==> src/rtl/td4_prog_loader.sv <==
// UART program loader for the TD4 core: fills a 16x8 program memory,
// verifies the checksum, then releases the core and serves its fetches.
module td4_prog_loader #(
    parameter int CLKS_PER_BIT = 434
) (
    input  logic       clock,
    input  logic       reset,
    input  logic       rxd,
    input  logic [3:0] ip,
    output logic [7:0] instr,
    output logic       cpu_reset_n,
    output logic       loading,
    output logic       err
);

    localparam int CW = $clog2(CLKS_PER_BIT + 1);
    localparam logic [CW-1:0] HALF = CW'(CLKS_PER_BIT / 2);
    localparam logic [CW-1:0] FULL = CW'(CLKS_PER_BIT);

    typedef enum logic [1:0] {
        RX_IDLE, RX_START, RX_DATA, RX_STOP
    } rx_state_t;

    typedef enum logic [1:0] {
        SYNC, LOAD, CHECK, RUN
    } ld_state_t;

    logic            rxd_s1_q, rxd_s2_q, rxd_prev_q;
    rx_state_t       rx_state_q, rx_state_d;
    logic [CW-1:0]   clk_cnt_q, clk_cnt_d;
    logic [2:0]      bit_idx_q, bit_idx_d;
    logic [7:0]      shreg_q, shreg_d;
    logic            rx_valid_q, rx_valid_d;
    logic            rx_ferr_q, rx_ferr_d;

    ld_state_t       state_q, state_d;
    logic [3:0]      cnt_q, cnt_d;
    logic [7:0]      sum_q, sum_d;
    logic            err_q, err_d;
    logic            cpu_reset_n_q, cpu_reset_n_d;
    logic            loading_q, loading_d;
    logic            mem_we;
    logic [7:0]      mem_q [16];

    always_comb begin
        rx_state_d = rx_state_q;
        clk_cnt_d  = clk_cnt_q;
        bit_idx_d  = bit_idx_q;
        shreg_d    = shreg_q;
        rx_valid_d = 1'b0;
        rx_ferr_d  = 1'b0;
        unique case (rx_state_q)
            RX_IDLE: begin
                if (rxd_prev_q && !rxd_s2_q) begin
                    rx_state_d = RX_START;
                    clk_cnt_d  = CW'(1);
                end
            end
            RX_START: begin
                if (clk_cnt_q == HALF) begin
                    clk_cnt_d  = CW'(1);
                    bit_idx_d  = 3'd0;
                    rx_state_d = rxd_s2_q ? RX_IDLE : RX_DATA;
                end else begin
                    clk_cnt_d = clk_cnt_q + CW'(1);
                end
            end
            RX_DATA: begin
                if (clk_cnt_q == FULL) begin
                    clk_cnt_d = CW'(1);
                    shreg_d   = {rxd_s2_q, shreg_q[7:1]};
                    bit_idx_d = bit_idx_q + 3'd1;
                    if (bit_idx_q == 3'd7) rx_state_d = RX_STOP;
                end else begin
                    clk_cnt_d = clk_cnt_q + CW'(1);
                end
            end
            RX_STOP: begin
                if (clk_cnt_q == FULL) begin
                    rx_state_d = RX_IDLE;
                    rx_valid_d = rxd_s2_q;
                    rx_ferr_d  = !rxd_s2_q;
                end else begin
                    clk_cnt_d = clk_cnt_q + CW'(1);
                end
            end
            default: rx_state_d = RX_IDLE;
        endcase
    end

    always_comb begin
        state_d = state_q;
        cnt_d   = cnt_q;
        sum_d   = sum_q;
        err_d   = err_q;
        mem_we  = 1'b0;
        unique case (state_q)
            SYNC, RUN: begin
                if (rx_valid_q && shreg_q == 8'hA5) begin
                    state_d = LOAD;
                    cnt_d   = 4'd0;
                    sum_d   = 8'd0;
                    err_d   = 1'b0;
                end
            end
            LOAD: begin
                if (rx_ferr_q) begin
                    state_d = SYNC;
                    err_d   = 1'b1;
                end else if (rx_valid_q) begin
                    mem_we = 1'b1;
                    sum_d  = sum_q + shreg_q;
                    cnt_d  = cnt_q + 4'd1;
                    if (cnt_q == 4'd15) state_d = CHECK;
                end
            end
            CHECK: begin
                if (rx_ferr_q) begin
                    state_d = SYNC;
                    err_d   = 1'b1;
                end else if (rx_valid_q) begin
                    if (shreg_q == sum_q) begin
                        state_d = RUN;
                    end else begin
                        state_d = SYNC;
                        err_d   = 1'b1;
                    end
                end
            end
            default: state_d = SYNC;
        endcase
        cpu_reset_n_d = (state_d == RUN);
        loading_d = (state_d == LOAD) || (state_d == CHECK);
    end

    always_ff @(posedge clock or negedge reset) begin
        if (!reset) begin
            rxd_s1_q      <= 1'b1;
            rxd_s2_q      <= 1'b1;
            rxd_prev_q    <= 1'b1;
            rx_state_q    <= RX_IDLE;
            clk_cnt_q     <= '0;
            bit_idx_q     <= 3'd0;
            shreg_q       <= 8'd0;
            rx_valid_q    <= 1'b0;
            rx_ferr_q     <= 1'b0;
            state_q       <= SYNC;
            cnt_q         <= 4'd0;
            sum_q         <= 8'd0;
            err_q         <= 1'b0;
            cpu_reset_n_q <= 1'b0;
            loading_q     <= 1'b0;
            for (int i = 0; i < 16; i++) mem_q[i] <= 8'd0;
        end else begin
            rxd_s1_q      <= rxd;
            rxd_s2_q      <= rxd_s1_q;
            rxd_prev_q    <= rxd_s2_q;
            rx_state_q    <= rx_state_d;
            clk_cnt_q     <= clk_cnt_d;
            bit_idx_q     <= bit_idx_d;
            shreg_q       <= shreg_d;
            rx_valid_q    <= rx_valid_d;
            rx_ferr_q     <= rx_ferr_d;
            state_q       <= state_d;
            cnt_q         <= cnt_d;
            sum_q         <= sum_d;
            err_q         <= err_d;
            cpu_reset_n_q <= cpu_reset_n_d;
            loading_q     <= loading_d;
            if (mem_we) mem_q[cnt_q] <= shreg_q;
        end
    end

    assign instr       = mem_q[ip];
    assign cpu_reset_n = cpu_reset_n_q;
    assign loading     = loading_q;
    assign err         = err_q;

endmodule
==> config.mk <==
export PLATFORM = sky130hd
export DESIGN_NAME = td4_prog_loader
export DESIGN_NICKNAME = d
export VERILOG_FILES = /design/src/rtl/td4_prog_loader.sv
export SDC_FILE = /design/constraint.sdc
export NUM_CORES = 1
export LEC_CHECK = 0
export ABC_AREA = 1
export CAP_MARGIN = 20
export CORE_MARGIN = 3
export CORE_UTILIZATION = 30
export CTS_BUF_LIST = sky130_fd_sc_hd__clkbuf_8
export CTS_CLUSTER_DIAMETER = 120
export DETAILED_ROUTE_END_ITERATION = 7
export HOLD_SLACK_MARGIN = 0.02
export PLACE_DENSITY = 0.4
export SLEW_MARGIN = 15
export SYNTH_ARGS = -nofsm -noshare
export SYNTH_HDL_FRONTEND = slang
export SYNTH_SLANG_ARGS = --single-unit
==> constraint.sdc <==
create_clock -name clock -period 2.7 [get_ports clock]
set_input_delay 0.405 -clock clock [delete_from_list [all_inputs] [get_ports clock]]
set_output_delay 0.405 -clock clock [all_outputs]
set_load 0.02 [all_outputs]
==> results.py, run 1 <==
metrics = {
    "run": {
        "drv_cap": 0,
    },
    "timing": {
        "finalHoldViolations": 0,
        "hold_slack_ns": 0.3362,
        "period_minus_slack_ns": 2.657,
        "finalWorstSetupSlack_ns": 0.04331,
        "setup_tns_ns": 0,
        "finalCritPeriodShare_pct": 98.40,
        "skew_ns": 0.02025,
        "slew_violations": 0,
        "worstMarginPinSlew_ns": 0.7022,
        "setup_viol": 0,
        "slew_headroom_pct": 52.90,
        "max_freq_mhz": 376.4,
    },
    "logic_synthesis": {
        "yosysTopAreaCell": "dfrtp_1",
        "ys_warn_count": 0,
        "yosys.cell_types.count": 40,
        "synth_seq_cells": 172,
        "yosys-top-cells-area": "dfrtp_1, nand2_1, o21ai_0",
        "synth.avg_cell_area_um2": 8.324,
        "ys_seq_area_share_pct": 48.77,
        "syn_inst": 1061,
        "netlist.area_leader.share_pct": 47.88,
        "synth_area_mm2": 0.008832,
        "syn-num-nets": 1088,
    },
    "clock_tree": {
        "cts-root-buf": "clkbuf_8",
        "clk_latency_ns": 0.47,
        "clkTransAtPathRegs_ns": 0.11,
        "cts_buffers": 17,
        "cts_tree": "done",
        "cts_sinks": 172,
        "htreeDepth": 4,
        "clockBufferDepth": 2,
    },
    "route": {
        "first_pass_iters": 5,
        "drtAntennaViolNets": 0,
        "drtIter0Drc": 413,
        "viasPerCell": 4.698,
        "vias": 6934,
        "wl_per_cell_um": 17.71,
        "drc_errors": 0,
        "wirelength_um": 26140,
    },
    "power_and_ir_drop": {
        "p_leak_nw": 4.595,
        "pwr_density_cell_mw_per_mm2": 520.5,
        "ir_drop_uv": 281.6,
    },
    "die": {
        "pin_count": 18,
        "start_util_pct": 30.61,
        "core_area_mm2": 0.02886,
        "dieArea_mm2": 0.03154,
        "die_x_um": 177.6,
        "fp-row-count": 62,
        "die_height_um": 177.6,
    },
    "worst_setup_path": {
        "endpoint_kind": "primary output",
        "timing.rr.start": "shreg_q[0]$_DFFE_PN0P_",
        "cp_top_family": "buffers and inverters",
        "r2r_cells": 9,
        "start_kind": "input port",
        "cp_num_buf_inv": 4,
        "cp.required_ns": 2.30,
        "cp_max_fo": 11,
        "critical_path_class": "input port to primary output",
        "slowest_delay_ns": 0.60,
        "arrival_ns": 2.25,
        "path_cells": "clkdlybuf4s50_1, clkinvlp_4, buf_12, nand3_1, nand3_1, nand2_1, clkdlybuf4s50_1",
        "r2r_end": "loading$_DFF_PN0_",
        "slowest_stage": "clkdlybuf4s50_1",
        "reg2reg_slack_ns": 0.58,
    },
    "global_routing": {
        "antenna_found_initial": 0,
        "grt_max_degree": 52,
        "grtUsageTotal_pct": 17.41,
        "grt_pass1_vias": 6716,
        "grt_overflow_total": 0,
        "grt_pass1_wl_um": 41580,
    },
    "min_path": {
        "hold_path_end": "rxd_s1_q$_DFF_PN1_",
        "min_delay_path_depth": 1,
        "hp-start": "rxd",
        "min_path_type": "input port to register",
    },
    "layout": {
        "syn_to_final_growth_pct": 12.86,
        "drive_gt1_share_pct": 10.71,
        "num-nets-final": 1106,
        "final_cell_mix": "nand2_1, dfrtp_1, o21ai_0",
        "fillers": 3072,
        "final_core_util_pct": 34.54,
        "final_common_cell": "nand2_1",
        "finalInstanceArea_mm2": 0.009968,
        "antennaDiodeCount": 0,
    },
    "place": {
        "io_buffer_count": 17,
        "place_ws_ns": 0.03171,
        "place_congestion": 0.7814,
        "dpl_cell_area_mm2": 0.009518,
        "post-dp-hpwl_um": 17740,
    },
    "outcome": {
        "status": "finished clean",
    },
}
worst reg2reg max path: stages (launching register included):
cell,delay [ns]
dfrtp_1,0.72
ha_1,0.35
nor3_1,0.18
nand3_1,0.12
nand2_1,0.12
nand3_1,0.08
nand2_1,0.07
nand2_1,0.07
nand2_1,0.07
ha_1,0.22
cell type report:
cell class | count | area, um2 | area share (%)
Sequential cell | 172 | 4308 | 43.22
Multi-Input combinational cell | 721 | 3779 | 37.91
Timing Repair Buffer | 54 | 561.8 | 5.636
Tap cell | 384 | 480.5 | 4.820
Inverter | 113 | 440.4 | 4.418
Clock buffer | 18 | 247.7 | 2.485
Clock inverter | 14 | 151.4 | 1.519
power by group:
group	internal, mW	leakage [nW]	switching [mW]
Sequential	2.62	2.39	0.0526
Clock	0.716	0.198	1.14
Combinational	0.215	2.01	0.446
Total	3.55	4.59	1.64
metal layers:
layer | wire, um | share of wire (%) | up-vias | track usage, %
li1 | - | - | 3516 | -
met2 | 12240 | 47 | 85 | 28.33
met1 | 12840 | 49 | 3310 | 24.56
met4 | 444 | 1.7 | 0 | 4.777
met3 | 616 | 2.4 | 23 | 1.968
met5 | 0 | 0 | - | 0
synthesized netlist by cell type (all sizes together):
master     n
xor2       5
ha        19
o2111ai    2
nor3       4
clkinv     6
nor2      86
or2        2
nand2    244
nor4       1
inv      107
o21ai    154
dfstp      3
nand3     79
clkbuf    22
nand4      5
dfrtp    169
buf       33
fa         1
a21oi     89
o21a       1
o211ai    28
and2       1
kinds of logic (layout without fill, tap and decap cells):
family | Yosys count | count (layout) | share of synthesized area [%]
simple gates | 422 | 422 | 22.51
xor+xnor | 5 | 5 | 0.4958
fa+ha+maj | 20 | 20 | 2.918
buf+inv | 168 | 199 | 8.443
flops | 172 | 172 | 48.77
compound gates | 274 | 274 | 16.86
worst max-delay path by stage:
stage                     start       end  slack, ns  cells past startpoint
after global routing      ip[2]  instr[6]     -0.005                      7
after detailed placement  ip[2]  instr[7]       0.03                      6
after global placement    ip[2]  instr[7]       0.05                      6
after CTS                 ip[2]  instr[7]       0.02                      6
after floorplan           ip[1]  instr[0]       0.88                      6
final                     ip[2]  instr[0]       0.04                      7
flip-flops by register name, summed over array words and instances, names as in the netlist, named ones only:
register / count
err: 1
bit_idx_q: 3
cpu_reset_n: 1
cnt_q: 4
loading: 1
clk_cnt_q: 9
mem_q: 128
rxd_prev_q: 1
state_q: 2
rx_state_q: 1
rx_ferr_q: 1
rxd_s1_q: 1
rxd_s2_q: 1
rx_valid_q: 1
shreg_q: 8
sum_q: 8
stage by stage:
step	instances	power, mW
floorplan	1061	3.120
global placement	1440	3.399
detailed placement	1440	3.396
CTS	1473	5.274
global route	1476	5.465
finish	1476	5.188
what timing repair did:
item	CTS	global route
hold buffers	1	0
endpoints found under the hold margin	47	0
resized for setup	0	2
endpoints found under the setup margin	0	6
buffers inserted	0	3
Note: power is estimated with default switching activity, not from simulation.
==> run 2: changes to the inputs <==
--- a/config.mk
+++ b/config.mk
@@ -9,11 +9,13 @@
 export CAP_MARGIN = 20
 export CORE_MARGIN = 3
 export CORE_UTILIZATION = 30
-export CTS_BUF_LIST = sky130_fd_sc_hd__clkbuf_8
+export CTS_BUF_LIST = sky130_fd_sc_hd__clkbuf_2 sky130_fd_sc_hd__clkbuf_4 sky130_fd_sc_hd__clkbuf_8
 export CTS_CLUSTER_DIAMETER = 120
+export CTS_CLUSTER_SIZE = 40
 export DETAILED_ROUTE_END_ITERATION = 7
 export HOLD_SLACK_MARGIN = 0.02
 export PLACE_DENSITY = 0.4
+export RECOVER_POWER = 25
 export SLEW_MARGIN = 15
 export SYNTH_ARGS = -nofsm -noshare
 export SYNTH_HDL_FRONTEND = slang
==> results.py, run 2 (synthesis gave the netlist of run 1 again) <==
metrics = {
    "die": {
        "dieArea_mm2": 0.03154,
        "core_area_mm2": 0.02886,
        "start_util_pct": 30.61,
        "die_height_um": 177.6,
        "pin_count": 18,
        "die_x_um": 177.6,
        "fp-row-count": 62,
    },
    "clock_tree": {
        "cts_buffers": 17,
        "cts_tree": "done",
        "clk_latency_ns": 0.47,
        "clockBufferDepth": 2,
        "cts-root-buf": "clkbuf_8",
        "htreeDepth": 4,
        "clkTransAtPathRegs_ns": 0.11,
        "cts_sinks": 172,
    },
    "worst_setup_path": {
        "timing.rr.start": "state_q[1]$_DFF_PN0_",
        "crit_path_end": "instr[0]",
        "critPathLaunch": "ip[2]",
        "r2r_cells": 9,
        "critical_path_class": "input port to primary output",
        "r2r_end": "mem_q[50]$_DFFE_PN0P_",
        "arrival_ns": 2.23,
        "cp.required_ns": 2.30,
        "endpoint_kind": "primary output",
        "start_kind": "input port",
        "reg2reg_slack_ns": 0.59,
        "cp_max_fo": 11,
    },
    "place": {
        "io_buffer_count": 17,
        "place_ws_ns": 0.03171,
        "post-dp-hpwl_um": 17740,
        "dpl_cell_area_mm2": 0.009518,
        "place_congestion": 0.7814,
    },
    "route": {
        "wirelength_um": 26050,
        "m1WireLength_um": 12730,
        "drc_errors": 0,
        "drtIter0Drc": 479,
        "vias": 6895,
        "met2_length_um": 12300,
        "highest_layer": "met4",
        "wl_per_cell_um": 17.65,
        "first_pass_iters": 4,
        "drtAntennaViolNets": 0,
        "viasPerCell": 4.671,
        "dr_wl_met3_um": 569,
    },
    "layout": {
        "largest_register": "mem_q",
        "largest_register_ffs": 128,
        "syn_to_final_growth_pct": 12.62,
        "final_cell_mix": "nand2_1, dfrtp_1, o21ai_0",
        "finalInstanceArea_mm2": 0.009947,
        "drive_gt1_share_pct": 10.62,
        "final_common_cell": "nand2_1",
        "antennaDiodeCount": 0,
        "num-nets-final": 1106,
        "largest_registers": "mem_q (128), clk_cnt_q (9)",
    },
    "timing": {
        "finalHoldViolations": 0,
        "finalCritPeriodShare_pct": 97.51,
        "setup_tns_ns": 0,
        "max_freq_mhz": 379.8,
        "setup_viol": 0,
        "period_minus_slack_ns": 2.633,
        "slew_headroom_pct": 10.26,
        "slew_violations": 0,
        "worstMarginPinSlew_ns": 1.346,
        "skew_ns": 0.02028,
        "finalWorstSetupSlack_ns": 0.06718,
        "hold_slack_ns": 0.3678,
    },
    "power_and_ir_drop": {
        "p_leak_nw": 4.586,
        "pwr_density_cell_mw_per_mm2": 521.5,
        "ir_drop_uv": 281.8,
    },
    "global_routing": {
        "antenna_found_initial": 0,
        "grt_pass1_wl_um": 41580,
        "grt_pass1_vias": 6716,
        "grtUsageTotal_pct": 17.41,
        "grt_overflow_total": 0,
        "grt_max_degree": 52,
    },
    "run": {
        "drv_cap": 0,
    },
    "outcome": {
        "status": "finished clean",
    },
    "min_path": {
        "min_path_type": "register to register",
    },
}
[run 2: worst min path at each step]
stage                                            end                from  cells after the start
final                             rxd_s2_q$_DFF_PN1_  rxd_s1_q$_DFF_PN1_                      0
after floorplan           asynchronous set/reset pin               reset                      0
after global routing              rxd_s2_q$_DFF_PN1_  rxd_s1_q$_DFF_PN1_                      0
after CTS                         rxd_s1_q$_DFF_PN1_                 rxd                      1
after global placement            rxd_s2_q$_DFF_PN1_  rxd_s1_q$_DFF_PN1_                      0
after detailed placement          rxd_s2_q$_DFF_PN1_  rxd_s1_q$_DFF_PN1_                      0
[run 2: worst max-delay path: stages]
cell and delay [ns]:
clkdlybuf4s50_1 0.56, clkinvlp_4 0.20, buf_12 0.18, nand3_1 0.08, nand3_1 0.09, nand2_1 0.10
clkdlybuf4s50_1 0.60
[run 2: stage by stage]
step | std cells | power (mW) | utilization (%)
after floorplan | 1061 | 3.120 | -
after global placement | 1440 | 3.399 | 32.98
after detailed placement | 1440 | 3.396 | 32.98
after CTS | 1473 | 5.274 | 34.40
after global routing | 1476 | 5.460 | 34.47
final | 1476 | 5.188 | 34.47
[run 2: where the power goes]
part,internal (mW),switching [mW]
registers,2.62,0.0526
logic,0.212,0.445
clock network,0.716,1.14
total,3.55,1.64
[run 2: area by class of cell]
| cell class | instances | area (um2) |
|---|---|---|
| fill | 3077 | 18910 |
| sequential | 172 | 4308 |
| multi-input combinational | 721 | 3779 |
| timing repair buffer | 54 | 540.5 |
| tap | 384 | 480.5 |
| inverter | 113 | 440.4 |
| clock buffer | 18 | 247.7 |
| clock inverter | 14 | 151.4 |
[run 2: timing repair]
action | in CTS | in global routing
hold buffers | 1 | 0
setup buffers | 0 | 3
endpoints found under the hold margin | 47 | 0
resized for setup | 0 | 2
setup endpoints to repair | 0 | 6
[run 2: layer usage]
layer | track usage, % | up-vias
li1 | - | 3508
met1 | 24.56 | 3293
met2 | 28.33 | 70
met3 | 1.968 | 24
met4 | 4.777 | 0
met5 | 0 | -
==> run 3: changes to the inputs <==
--- a/config.mk
+++ b/config.mk
@@ -6,7 +6,6 @@
 export NUM_CORES = 1
 export LEC_CHECK = 0
 export ABC_AREA = 1
-export CAP_MARGIN = 20
 export CORE_MARGIN = 3
 export CORE_UTILIZATION = 30
 export CTS_BUF_LIST = sky130_fd_sc_hd__clkbuf_2 sky130_fd_sc_hd__clkbuf_4 sky130_fd_sc_hd__clkbuf_8
==> results of run 3 <==
Final layout, timing and power as in run 2 (identical DEF).
